`src/rtl/shift_sequencer_if.sv`:
```
// Request/response bus between datapath control and the shift sequencer.
interface shift_sequencer_if #(
  parameter int unsigned N  = 4,
  parameter int unsigned AW = 3
);
  logic          start;
  logic [1:0]    op;
  logic [AW-1:0] amt;
  logic [N-1:0]  din;
  logic          busy;
  logic          done;
  logic [N-1:0]  dout;

  modport master (
    output start, op, amt, din,
    input  busy, done, dout
  );

  modport slave (
    input  start, op, amt, din,
    output busy, done, dout
  );
endinterface

```
`src/rtl/shift_sequencer.sv`:
```
// Multi-step controller driving an external single-step shifter one step per clock.
// Shifts by N or more collapse to a single clear step; rotates iterate the full amount.
module shift_sequencer #(
  parameter int unsigned N  = 4,
  parameter int unsigned AW = 3
) (
  input  logic             clk,
  input  logic             rst_n,
  shift_sequencer_if.slave io_bus,
  output logic [N-1:0]     o_sh_f,
  output logic [2:0]       o_sh_h,
  input  logic [N-1:0]     i_sh_s
);

  typedef enum logic [1:0] {StIdle, StShift, StDone} state_e;

  localparam logic [2:0] CodePass = 3'b000;
  localparam logic [2:0] CodeShl  = 3'b001;
  localparam logic [2:0] CodeShr  = 3'b010;
  localparam logic [2:0] CodeClr  = 3'b011;
  localparam logic [2:0] CodeRol  = 3'b101;
  localparam logic [2:0] CodeRor  = 3'b110;

  state_e        r_state, w_state_d;
  logic [N-1:0]  r_wreg, w_wreg_d;
  logic [AW-1:0] r_cnt, w_cnt_d;
  logic [2:0]    r_code, w_code_d;
  logic [N-1:0]  r_dout, w_dout_d;
  logic          r_done;
  logic          r_busy;
  logic [2:0]    w_op_code;
  logic          w_amt_ge_n;

  always_comb begin
    unique case (io_bus.op)
      2'b00: w_op_code = CodeShl;
      2'b01: w_op_code = CodeShr;
      2'b10: w_op_code = CodeRol;
      2'b11: w_op_code = CodeRor;
    endcase
  end

  assign w_amt_ge_n = 32'(io_bus.amt) >= N;

  always_comb begin
    w_state_d = r_state;
    w_wreg_d  = r_wreg;
    w_cnt_d   = r_cnt;
    w_code_d  = r_code;
    o_sh_h    = CodePass;
    case (r_state)
      StIdle: begin
        if (io_bus.start) begin
          w_wreg_d = io_bus.din;
          if (io_bus.amt == '0) begin
            w_code_d  = w_op_code;
            w_cnt_d   = '0;
            w_state_d = StDone;
          end else if (!io_bus.op[1] && w_amt_ge_n) begin
            // Everything is shifted out anyway: one clear step does the job.
            w_code_d  = CodeClr;
            w_cnt_d   = AW'(1);
            w_state_d = StShift;
          end else begin
            w_code_d  = w_op_code;
            w_cnt_d   = io_bus.amt;
            w_state_d = StShift;
          end
        end
      end
      StShift: begin
        o_sh_h   = r_code;
        w_wreg_d = i_sh_s;
        w_cnt_d  = r_cnt - AW'(1);
        if (r_cnt == AW'(1)) begin
          w_state_d = StDone;
        end
      end
      StDone: begin
        w_state_d = StIdle;
      end
      default: begin
        w_state_d = StIdle;
      end
    endcase
    // Result is captured on entry to DONE so it is visible alongside the done pulse.
    w_dout_d = (w_state_d == StDone) ? w_wreg_d : r_dout;
  end

  always_ff @(posedge clk or negedge rst_n) begin
    if (!rst_n) begin
      r_state <= StIdle;
      r_wreg  <= '0;
      r_cnt   <= '0;
      r_code  <= CodePass;
      r_dout  <= '0;
      r_done  <= 1'b0;
      r_busy  <= 1'b0;
    end else begin
      r_state <= w_state_d;
      r_wreg  <= w_wreg_d;
      r_cnt   <= w_cnt_d;
      r_code  <= w_code_d;
      r_dout  <= w_dout_d;
      r_done  <= (w_state_d == StDone);
      r_busy  <= (w_state_d != StIdle);
    end
  end

  assign o_sh_f      = r_wreg;
  assign io_bus.busy = r_busy;
  assign io_bus.done = r_done;
  assign io_bus.dout = r_dout;

endmodule

```
`src/flat_wrapper.sv`:
```
// flat-port wrapper written by rule: the top's interface ports become plain ports
module shift_sequencer_flat 
#(
  parameter int unsigned N  = 4,
  parameter int unsigned AW = 3
)
  (clk, rst_n, o_sh_f, o_sh_h, i_sh_s, io_bus_start, io_bus_op, io_bus_amt, io_bus_din, io_bus_busy, io_bus_done, io_bus_dout);
  shift_sequencer_if #(.N(N), .AW(AW)) io_bus_i ();
  input  logic clk;
  input  logic rst_n;
  output logic [N-1:0] o_sh_f;
  output logic [2:0] o_sh_h;
  input  logic [N-1:0] i_sh_s;
  input wire logic [$bits(io_bus_i.start)-1:0] io_bus_start;
  input wire logic [$bits(io_bus_i.op)-1:0] io_bus_op;
  input wire logic [$bits(io_bus_i.amt)-1:0] io_bus_amt;
  input wire logic [$bits(io_bus_i.din)-1:0] io_bus_din;
  output wire logic [$bits(io_bus_i.busy)-1:0] io_bus_busy;
  output wire logic [$bits(io_bus_i.done)-1:0] io_bus_done;
  output wire logic [$bits(io_bus_i.dout)-1:0] io_bus_dout;
  assign io_bus_i.start = io_bus_start;
  assign io_bus_i.op = io_bus_op;
  assign io_bus_i.amt = io_bus_amt;
  assign io_bus_i.din = io_bus_din;
  assign io_bus_busy = io_bus_i.busy;
  assign io_bus_done = io_bus_i.done;
  assign io_bus_dout = io_bus_i.dout;
  shift_sequencer #(.N(N), .AW(AW)) u_core (.clk(clk), .rst_n(rst_n), .io_bus(io_bus_i), .o_sh_f(o_sh_f), .o_sh_h(o_sh_h), .i_sh_s(i_sh_s));
endmodule
```
`config.mk`:
```
export PLATFORM = sky130hd
export DESIGN_NAME = shift_sequencer_flat
export DESIGN_NICKNAME = d
export VERILOG_FILES = /design/src/rtl/shift_sequencer_if.sv /design/src/rtl/shift_sequencer.sv /design/src/flat_wrapper.sv
export SDC_FILE = /design/constraint.sdc
export NUM_CORES = 1
export LEC_CHECK = 0
export ABC_CLOCK_PERIOD_IN_PS = 1900
export BUFFER_PORTS_ARGS = -buffer_cell sky130_fd_sc_hd__buf_2
export CORE_UTILIZATION = 48
export CTS_CLUSTER_SIZE = 16
export DETAILED_ROUTE_END_ITERATION = 6
export PLACE_DENSITY = 0.8
export SETUP_SLACK_MARGIN = 0.3
export SYNTH_ARGS = -nofsm -noshare
export SYNTH_HDL_FRONTEND = slang
export SYNTH_SLANG_ARGS = --single-unit
```
`constraint.sdc`:
```
create_clock -name clk -period 1.9 [get_ports clk]
set_clock_uncertainty 0.05 [all_clocks]
set_input_delay 0.38 -clock clk [delete_from_list [all_inputs] [get_ports clk]]
set_output_delay 0.38 -clock clk [all_outputs]
set_load 0.03 [all_outputs]
```
==> flow_summary.toml, run 1 <==
[floorplanning]
die_w_um = 44.4
die_area_um2 = 1970
row_count = 14
num_io_pins = 29
initial_core_util_pct = 54.1
dieHeight_um = 44.4
core_um2 = 1590

[timing]
fin_crit_sh_pct = 88.1
tightest_slew_ns = 0.422
finalCriticalPeriod_ns = 1.67
holdWs_ns = 0.221
rsz0062_at_grt = "true"
max_freq_mhz = 597
max-slew-margin-rel_pct = 71.6
tns_ns = 0
hold_violations = 0
setup_viol = 0
setup_slack_ns = 0.226
finalMaxSlewViolations = 0

[global_route]
grt_pass1_wl_mm = 3.12
grt_max_degree = 19
gr-total-overflow = 0
grt_pass1_vias = 675
antenna_found_initial = 0
grt_usage_pct = 22.1

[worst_setup_path]
worst_ep_arrival_time_ns = 1.24
max_stage_delay_ns = 0.42
slowest_stage = "dfrtp_2"
start_kind = "flip-flop"
critical_path_class = "reg2out"
critPathMaxFanout = 4
required_ns = 1.47
crit_path_end_kind = "output port"
crit_chain = "nor2b_1 > buf_4 > and2_4 > buf_6"

[drt]
routed_wl_mm = 1.95
drt_iter0_drc = 16
ant_nets = 0
drt-wirelength-per-cell_um = 15.3
firstDrtPassIters = 4
remaining_drc_errors = 0
num_vias = 682
viasPerCell = 5.33

[clock_network]
cts.clk_slew.worst_paths_ns = 0.09
clk_path_buf_depth = 2
cts_tree = "done"
cts-root-buf = "clkbuf_4"
cts_buffers = 3
cts_sinks = 18
clk_latency_ns = 0.30
h-tree-depth = 1

[placed_design]
dpl.cell_count = 121
hpwl_mm = 1.31
pre_cts_ws_ns = 0.314
portBuffers = 28
place_congestion = 0.716

[outcome]
status = "finished clean"

[synth]
synth-xor-area-share_pct = 0
yosysSeqAreaShare_pct = 52.2
ys_seq_elements = 18
mappedNetlistArea_um2 = 862
synthCells = 69
synthDistinctLibCells = 26
postSynthAreaPerCell_um2 = 12.5
synthMuxAreaShare_pct = 6.97
synthAdderAreaFrac_pct = 2.90
synth_compound_area_share_pct = 14.2
yosys_warnings = 0
synthSimpleGateAreaFrac_pct = 20.2
syn-num-nets = 87
synth_top_family_by_area = "simple AND/OR/NAND/NOR gates"

[power]
powerDensity_nw_per_um2 = 1880
power_frac_comb_pct = 59.2
peakVddDrop_uv = 1140
power_frac_clock_pct = 8.9
p_leak_nw = 0.533
internal_power_mw = 1.21
pwr-share-seq_pct = 31.8
p_sw_share_pct = 43.0
power.switching_mw = 0.911
power_mw = 2.12

[cells_and_area]
fillerInstances = 112
fin_cells = 128
drive_above_1_share_pct = 53.8
nNetsFinal = 124
antenna_cells = 0
area_delta_synth_final_pct = 30.5

[run]
drv_cap = 0

[worst_hold_path]
hold_class = "in2reg"
## through the flow
step,utilization [%],area (um^2)
after floorplan,-,862
after global placement,64.3,1020
after detailed placement,64.3,1020
after CTS,69.8,1110
after global routing,70.6,1120
final,70.6,1120
## final timing paths
kind                       slack (ns)                    end  depth (start not counted)              start
setup / recovery                 0.23              o_sh_h[2]                          4  u_core.r_state[0]
hold / removal                   0.22       u_core.r_code[0]                          2       io_bus_op[0]
setup reg to reg                 0.24  u_core.io_bus.dout[1]                          4  u_core.r_state[0]
hold reg to reg                  0.45       u_core.r_code[2]                          2   u_core.r_code[2]
max in group asynchronous        1.03      u_core.r_state[1]                          2              rst_n
min in group asynchronous        0.47        u_core.r_cnt[2]                          2              rst_n
## flip-flops by register name, summed over array words and instances (netlist names)
signal and count:
u_core.r_cnt 3, u_core.r_code 3, u_core.o_sh_f 4, u_core.io_bus.busy 1, u_core.io_bus.dout 4, u_core.r_state 2, u_core.io_bus.done 1
## power groups by stage
stage / Sequential (mW) / Combinational (mW) / Clock, mW
after detailed placement: 0.710 / 1.06 / 0
after floorplan: 0.867 / 0.627 / 0
after global placement: 0.701 / 1.04 / 0
after global routing: 0.696 / 1.34 / 0.200
final: 0.675 / 1.26 / 0.189
after CTS: 0.672 / 1.24 / 0.189
## cells in the mapped netlist
cell type,n,area (um^2)
a22o_1,1,8.76
a22o_4,1,17.5
a31oi_1,1,6.26
and2_1,3,18.8
buf_6,2,22.5
dfrtp_1,18,450
ha_1,2,25.0
inv_1,2,7.51
mux2_4,4,60.1
nand2_1,6,22.5
nand2b_1,2,12.5
nand3_1,3,15.0
nand3b_1,1,7.51
nor2_1,2,7.51
nor2b_1,3,18.8
nor3_1,2,10.0
nor3b_2,1,12.5
o211ai_1,1,7.51
o21ai_0,1,5.00
o21ba_2,1,10.0
o221a_2,4,45.0
o221ai_1,1,8.76
o22ai_1,1,6.26
o31ai_1,1,7.51
or3b_2,1,8.76
or4b_1,4,40.0
## metal layers
layer  global-route usage, %  routed length (um)  vias to the layer above
met4                    5.45                  40                        0
met1                    30.7                 845                      328
met2                    34.4                 999                       18
li1                        -                   -                      331
met5                       0                   0                        -
met3                    6.12                  67                        5
## timing repair
item                       in CTS  in global routing
hold endpoints to repair       18                  0
hold buffers                    1                  0
setup endpoints to repair       4                  8
resized for setup              12                  3
cloned                          0                  0
setup buffers                   3                  0
pin swaps                       3                  0
## critical path: cells and delay by family (launching register included)
family	cells	cell delay [ns]
flops	1	0.42
buf+inv	2	0.27
simple gates	2	0.26
## kinds of logic (layout without fill, tap and decap cells)
logic type	count (synthesis)	in the layout
DFF	18	18
adders and majority gates	2	2
and+or+nand+nor	28	28
buffers and inverters	4	39
AOI/OAI and AO/OA	13	13
muxes	4	4
## placed cells by master, fill, tap and decap left out, drive strengths merged
cell / instances
ha: 2
o211ai: 1
nand2: 6
o221a: 4
clkbuf: 3
and2: 3
or3b: 1
a31oi: 1
nor3b: 1
o221ai: 1
nand3: 3
o21ba: 1
dlygate4sd3: 1
mux2: 4
o21ai: 1
nor3: 2
inv: 2
nor2b: 3
o31ai: 1
o22ai: 1
nand3b: 1
nand2b: 2
or4b: 4
buf: 33
a22o: 2
dfrtp: 18
nor2: 2
## area by class of cell
type	instances	area, um^2	share of cell area [%]
Sequential cell	18	453	40.3
Multi-Input combinational cell	47	402	35.7
Timing Repair Buffer	34	210	18.7
Clock buffer	3	22.5	2.00
Tap cell	24	30.0	2.67
Inverter	2	7.51	0.667
Power figures use the tool's default switching activity.
==> run 2: changes to the inputs <==
CORE_UTILIZATION = 51   (was 48)
CTS_BUF_LIST = sky130_fd_sc_hd__clkbuf_8   (was unset)
PLACE_DENSITY = 0.84   (was 0.8)
SLEW_MARGIN = 15   (was unset)
==> run 2 against run 1 <==
The flow now finishes with violations (negative hold slack). Non-clock buffer count is 4 higher. Cell count decreased by 2.3%. Combinational power grew 11%. Register-to-register slack improved by 0.05 ns. Worst hold slack worse by 0.23 ns. Critical endpoint is now o_sh_h[0]. Largest power group unchanged.
==> flow_summary.toml, run 2 (synthesis gave the netlist of run 1 again) <==
[outcome]
status = "finished, violations left"
violations = "negative hold slack"

[power]
power.switching_mw = 0.982
internal_power_mw = 1.43
p_sw_share_pct = 40.8
powerDensity_nw_per_um2 = 2000
p_leak_nw = 0.577
pwr-share-seq_pct = 28.9
power_frac_clock_pct = 12.8
power_frac_comb_pct = 58.2
peakVddDrop_uv = 1070

[timing]
fin_crit_sh_pct = 86.4
finalCriticalPeriod_ns = 1.64
max-slew-margin-rel_pct = 69.3
finalMaxSlewViolations = 0
holdWs_ns = -0.00719
setup_viol = 0
max_freq_mhz = 609
rsz0062_at_grt = "true"
tns_ns = 0
tightest_slew_ns = 0.457
hold_violations = 18
setup_slack_ns = 0.259

[cells_and_area]
antenna_cells = 0
nNetsFinal = 128
layout_common_cells = "buf_2, dfrtp_1, buf_4"
fillerInstances = 91
drive_above_1_share_pct = 57.8
final_common_cell = "buf_2"
area_delta_synth_final_pct = 39.9
fin_cells = 125

[drt]
viasPerCell = 5.78
drt-wirelength-per-cell_um = 16.5
routed_wl_mm = 2.06
num_vias = 722
remaining_drc_errors = 0
drt_iter0_drc = 30
firstDrtPassIters = 4
ant_nets = 0

[floorplanning]
initial_core_util_pct = 55.9
die_area_um2 = 1860
dieHeight_um = 43.1
core_um2 = 1540
die_w_um = 43.1
row_count = 14
num_io_pins = 29

[run]
drv_cap = 0

[worst_setup_path]
start_kind = "flip-flop"
crit_chain = "nor2b_1 > buf_4 > and2_4 > buf_6"
required_ns = 1.47
r2r_end = "u_core.io_bus.dout[2]"
worst_ep_arrival_time_ns = 1.21
crit_path_end_kind = "output port"
rr_worst_depth = 4
max_stage_delay_ns = 0.45
critical_path_class = "reg2out"
r2r-start = "u_core.r_state[1]"
r2r_setup_slack_ns = 0.29
slowest_stage = "dfrtp_2"
critPathMaxFanout = 6

[clock_network]
cts_hold_buf = 0
cts_sinks = 18
clk_path_buf_depth = 2
cts-root-buf = "clkbuf_8"
cts.clk_slew.worst_paths_ns = 0.07
cts_buffers = 3
h-tree-depth = 1
clk_latency_ns = 0.25
cts_tree = "done"

[global_route]
grt_max_degree = 19
gr-total-overflow = 0
antenna_found_initial = 0
grt_usage_pct = 25.0
grt_pass1_vias = 704
grt_pass1_wl_mm = 3.42

[placed_design]
dpl.cell_count = 113
portBuffers = 28
place_congestion = 0.819
hpwl_mm = 1.30
pre_cts_ws_ns = 0.326

[worst_hold_path]
hold_class = "in2async"
run 2: timing repair:
action,CTS,global route
pin swaps,4,3
setup buffers,7,1
endpoints found under the setup margin,4,8
gates cloned,0,0
resized for setup,15,6
run 2: stage by stage:
step	cell area (um^2)	power [mW]	hold slack (ns)	util [%]
2_1_floorplan	862	1.49	0.0344	-
3_3_place_gp	1010	1.74	0.273	65.8
3_5_place_dp	1010	1.77	0.278	65.8
4_1_cts	1170	2.31	0.00591	76.0
5_1_grt	1210	2.53	0.0252	78.2
6_report	1210	2.41	-0.00719	78.2
run 2: worst max-delay path: cells and delay by family (launching register included):
family	cells	cell delay [ns]
buffers and inverters	2	0.26
DFF	1	0.45
and+or+nand+nor	2	0.26
run 2: worst max-delay path by stage:
stage               depth (start not counted)  slack, ns               endpoint               from
floorplan                                   4       0.34  u_core.io_bus.dout[0]  u_core.r_state[1]
global placement                            3       0.34  u_core.io_bus.dout[3]  u_core.r_state[1]
detailed placement                          3       0.33  u_core.io_bus.dout[1]  u_core.r_state[0]
CTS                                         4       0.26              o_sh_h[0]  u_core.r_state[1]
global route                                4       0.19              o_sh_h[2]  u_core.r_state[1]
finish                                      4       0.26              o_sh_h[0]  u_core.r_state[1]
run 2: per-layer routing:
layer  routed length, um  vias up  global-route usage (%)
met4                   0        0                    7.27
met1                 921      355                    37.7
li1                    -      340                       -
met2                1010       27                    37.0
met3                 129        0                    4.26
met5                   0        -                       0
run 2: layout make-up:
class | count | area, um^2 | share of cell area, %
multi-input cells | 47 | 429 | 35.6
flip-flops and latches | 18 | 453 | 37.6
clock buffers | 4 | 55.1 | 4.56
inverters | 2 | 7.51 | 0.622
repair buffers | 38 | 241 | 20.0
well taps | 16 | 20.0 | 1.66
run 2: power by group through the flow:
| stage | clock (mW) | combinational (mW) | sequential, mW |
|---|---|---|---|
| global route | 0.328 | 1.49 | 0.713 |
| floorplan | 0 | 0.627 | 0.867 |
| CTS | 0.315 | 1.31 | 0.687 |
| global placement | 0 | 1.04 | 0.700 |
| detailed placement | 0 | 1.06 | 0.707 |
| finish | 0.309 | 1.40 | 0.696 |
==> run 3: changes to the inputs <==
PLACE_DENSITY = 0.85   (was 0.84)
==> run 3 against run 2 <==
The run now ends clean. Register-to-register slack is essentially flat. Combinational power about the same. Flip-flop and latch count stayed put. Cell count fell by 0.80%. Total power rose by 1.4%. Routed wire length is 6.2% higher. Clock power increased by 2%. Highest routed layer is now met4. Die area is the same.
==> flow_summary.toml, run 3 (synthesis gave the netlist of run 1 again) <==
[timing]
tightest_slew_ns = 0.460
setup_viol = 0
fin_crit_sh_pct = 84.1
holdWs_ns = 0.272
max_freq_mhz = 626
max-slew-margin-rel_pct = 69.1
rsz0062_at_grt = "true"
finalCriticalPeriod_ns = 1.60
tns_ns = 0
hold_violations = 0
finalMaxSlewViolations = 0

[cells_and_area]
drive_above_1_share_pct = 59.3
fin_cells = 124
antenna_cells = 0
layout_common_cells = "buf_2, dfrtp_1, nand2_1, buf_4"
area_delta_synth_final_pct = 42.2
final_common_cell = "buf_2"
nNetsFinal = 127
fillerInstances = 81
fin_util_pct = 79.5

[global_route]
antenna_found_initial = 0
grt_usage_pct = 24.0
grt_pass1_vias = 663
grt_max_degree = 19
grt_pass1_wl_mm = 3.17
gr-total-overflow = 0

[placed_design]
place_congestion = 0.867
portBuffers = 28
hpwl_mm = 1.20
dpl.cell_count = 112

[power]
pwr-share-seq_pct = 28.8
p_leak_nw = 0.583
powerDensity_nw_per_um2 = 1990
internal_power_mw = 1.44
peakVddDrop_uv = 1090
power.switching_mw = 1.00
power_frac_comb_pct = 58.3
power_frac_clock_pct = 12.9
p_sw_share_pct = 41.1
power_mw = 2.44

[clock_network]
clk_path_buf_depth = 2
cts-root-buf = "clkbuf_8"
cts_buffers = 3
clk_latency_ns = 0.26
cts_tree = "done"
cts_sinks = 18
h-tree-depth = 1
cts.clk_slew.worst_paths_ns = 0.07

[outcome]
status = "finished clean"

[worst_setup_path]
critPathMaxFanout = 3
slowest_stage = "or4b_4"
required_ns = 1.99
max_stage_delay_ns = 0.48
worst_ep_arrival_time_ns = 1.69
start_kind = "flip-flop"
worst_path_dominant_cell_family = "simple AND/OR/NAND/NOR gates"
critPathBufInv = 1
critical_path_class = "reg2reg"
crit_path_end_kind = "flip-flop"
crit_chain = "buf_4 > or4b_4 > o221a_4 > mux2_4"

[floorplanning]
num_io_pins = 29
die_w_um = 43.1
initial_core_util_pct = 55.9
row_count = 14
core_um2 = 1540
dieHeight_um = 43.1
die_area_um2 = 1860

[drt]
viasPerCell = 6.10
num_vias = 756
drt_iter0_drc = 39
ant_nets = 0
routed_wl_mm = 2.19
drt-wirelength-per-cell_um = 17.7
remaining_drc_errors = 0
firstDrtPassIters = 4

[worst_hold_path]
hold_class = "in2reg"

[run]
drv_cap = 0
==> run 3: per-stage QoR <==
step,area (um^2),worst slack [ns]
2_1_floorplan,862,0.343
3_3_place_gp,1010,0.229
3_5_place_dp,1010,0.197
4_1_cts,1140,0.278
5_1_grt,1230,0.258
6_report,1230,0.303
==> run 3: area by class of cell <==
| class | count | area [um^2] | share of cell area, % |
|---|---|---|---|
| multi-input combinational | 47 | 458 | 37.3 |
| sequential | 18 | 453 | 36.9 |
| timing repair buffer | 37 | 233 | 19.0 |
| clock buffer | 4 | 55.1 | 4.49 |
| tap | 16 | 20.0 | 1.63 |
| inverter | 2 | 7.51 | 0.612 |
==> run 3: layer usage <==
layer | part of all wire [%] | global-route usage [%]
met1 | 42 | 32.2
met2 | 49 | 35.8
met3 | 6.7 | 6.38
met4 | 2.6 | 11.5
met5 | 0 | 0
==> run 3: path summary, 6_finish.rpt <==
check                      slack [ns]               endpoint              start  cells past startpoint
max                              0.30  u_core.io_bus.dout[2]  u_core.r_state[0]                      4
min                              0.27       u_core.r_code[0]       io_bus_op[0]                      2
max reg2reg                      0.30  u_core.io_bus.dout[2]  u_core.r_state[0]                      4
min reg2reg                      0.44       u_core.r_code[1]   u_core.r_code[1]                      2
max in group asynchronous        0.97      u_core.r_state[1]              rst_n                      2
min in group asynchronous        0.52     u_core.io_bus.done              rst_n                      2
==> run 3: timing repair <==
action / 4_1_cts / 5_1_grt
pin swaps: 2 / 6
gates cloned: 0 / 0
endpoints found under the hold margin: 5 / 0
setup buffers: 6 / 1
endpoints found under the setup margin: 7 / 9
resized for setup: 8 / 24
hold buffers: 1 / 0
==> run 3: power groups by stage <==
| stage | clock network [mW] | logic, mW | registers [mW] |
|---|---|---|---|
| global placement | 0 | 1.02 | 0.689 |
| CTS | 0.314 | 1.20 | 0.684 |
| detailed placement | 0 | 1.02 | 0.702 |
| floorplan | 0 | 0.627 | 0.867 |
| finish | 0.315 | 1.42 | 0.703 |
| global route | 0.337 | 1.50 | 0.720 |
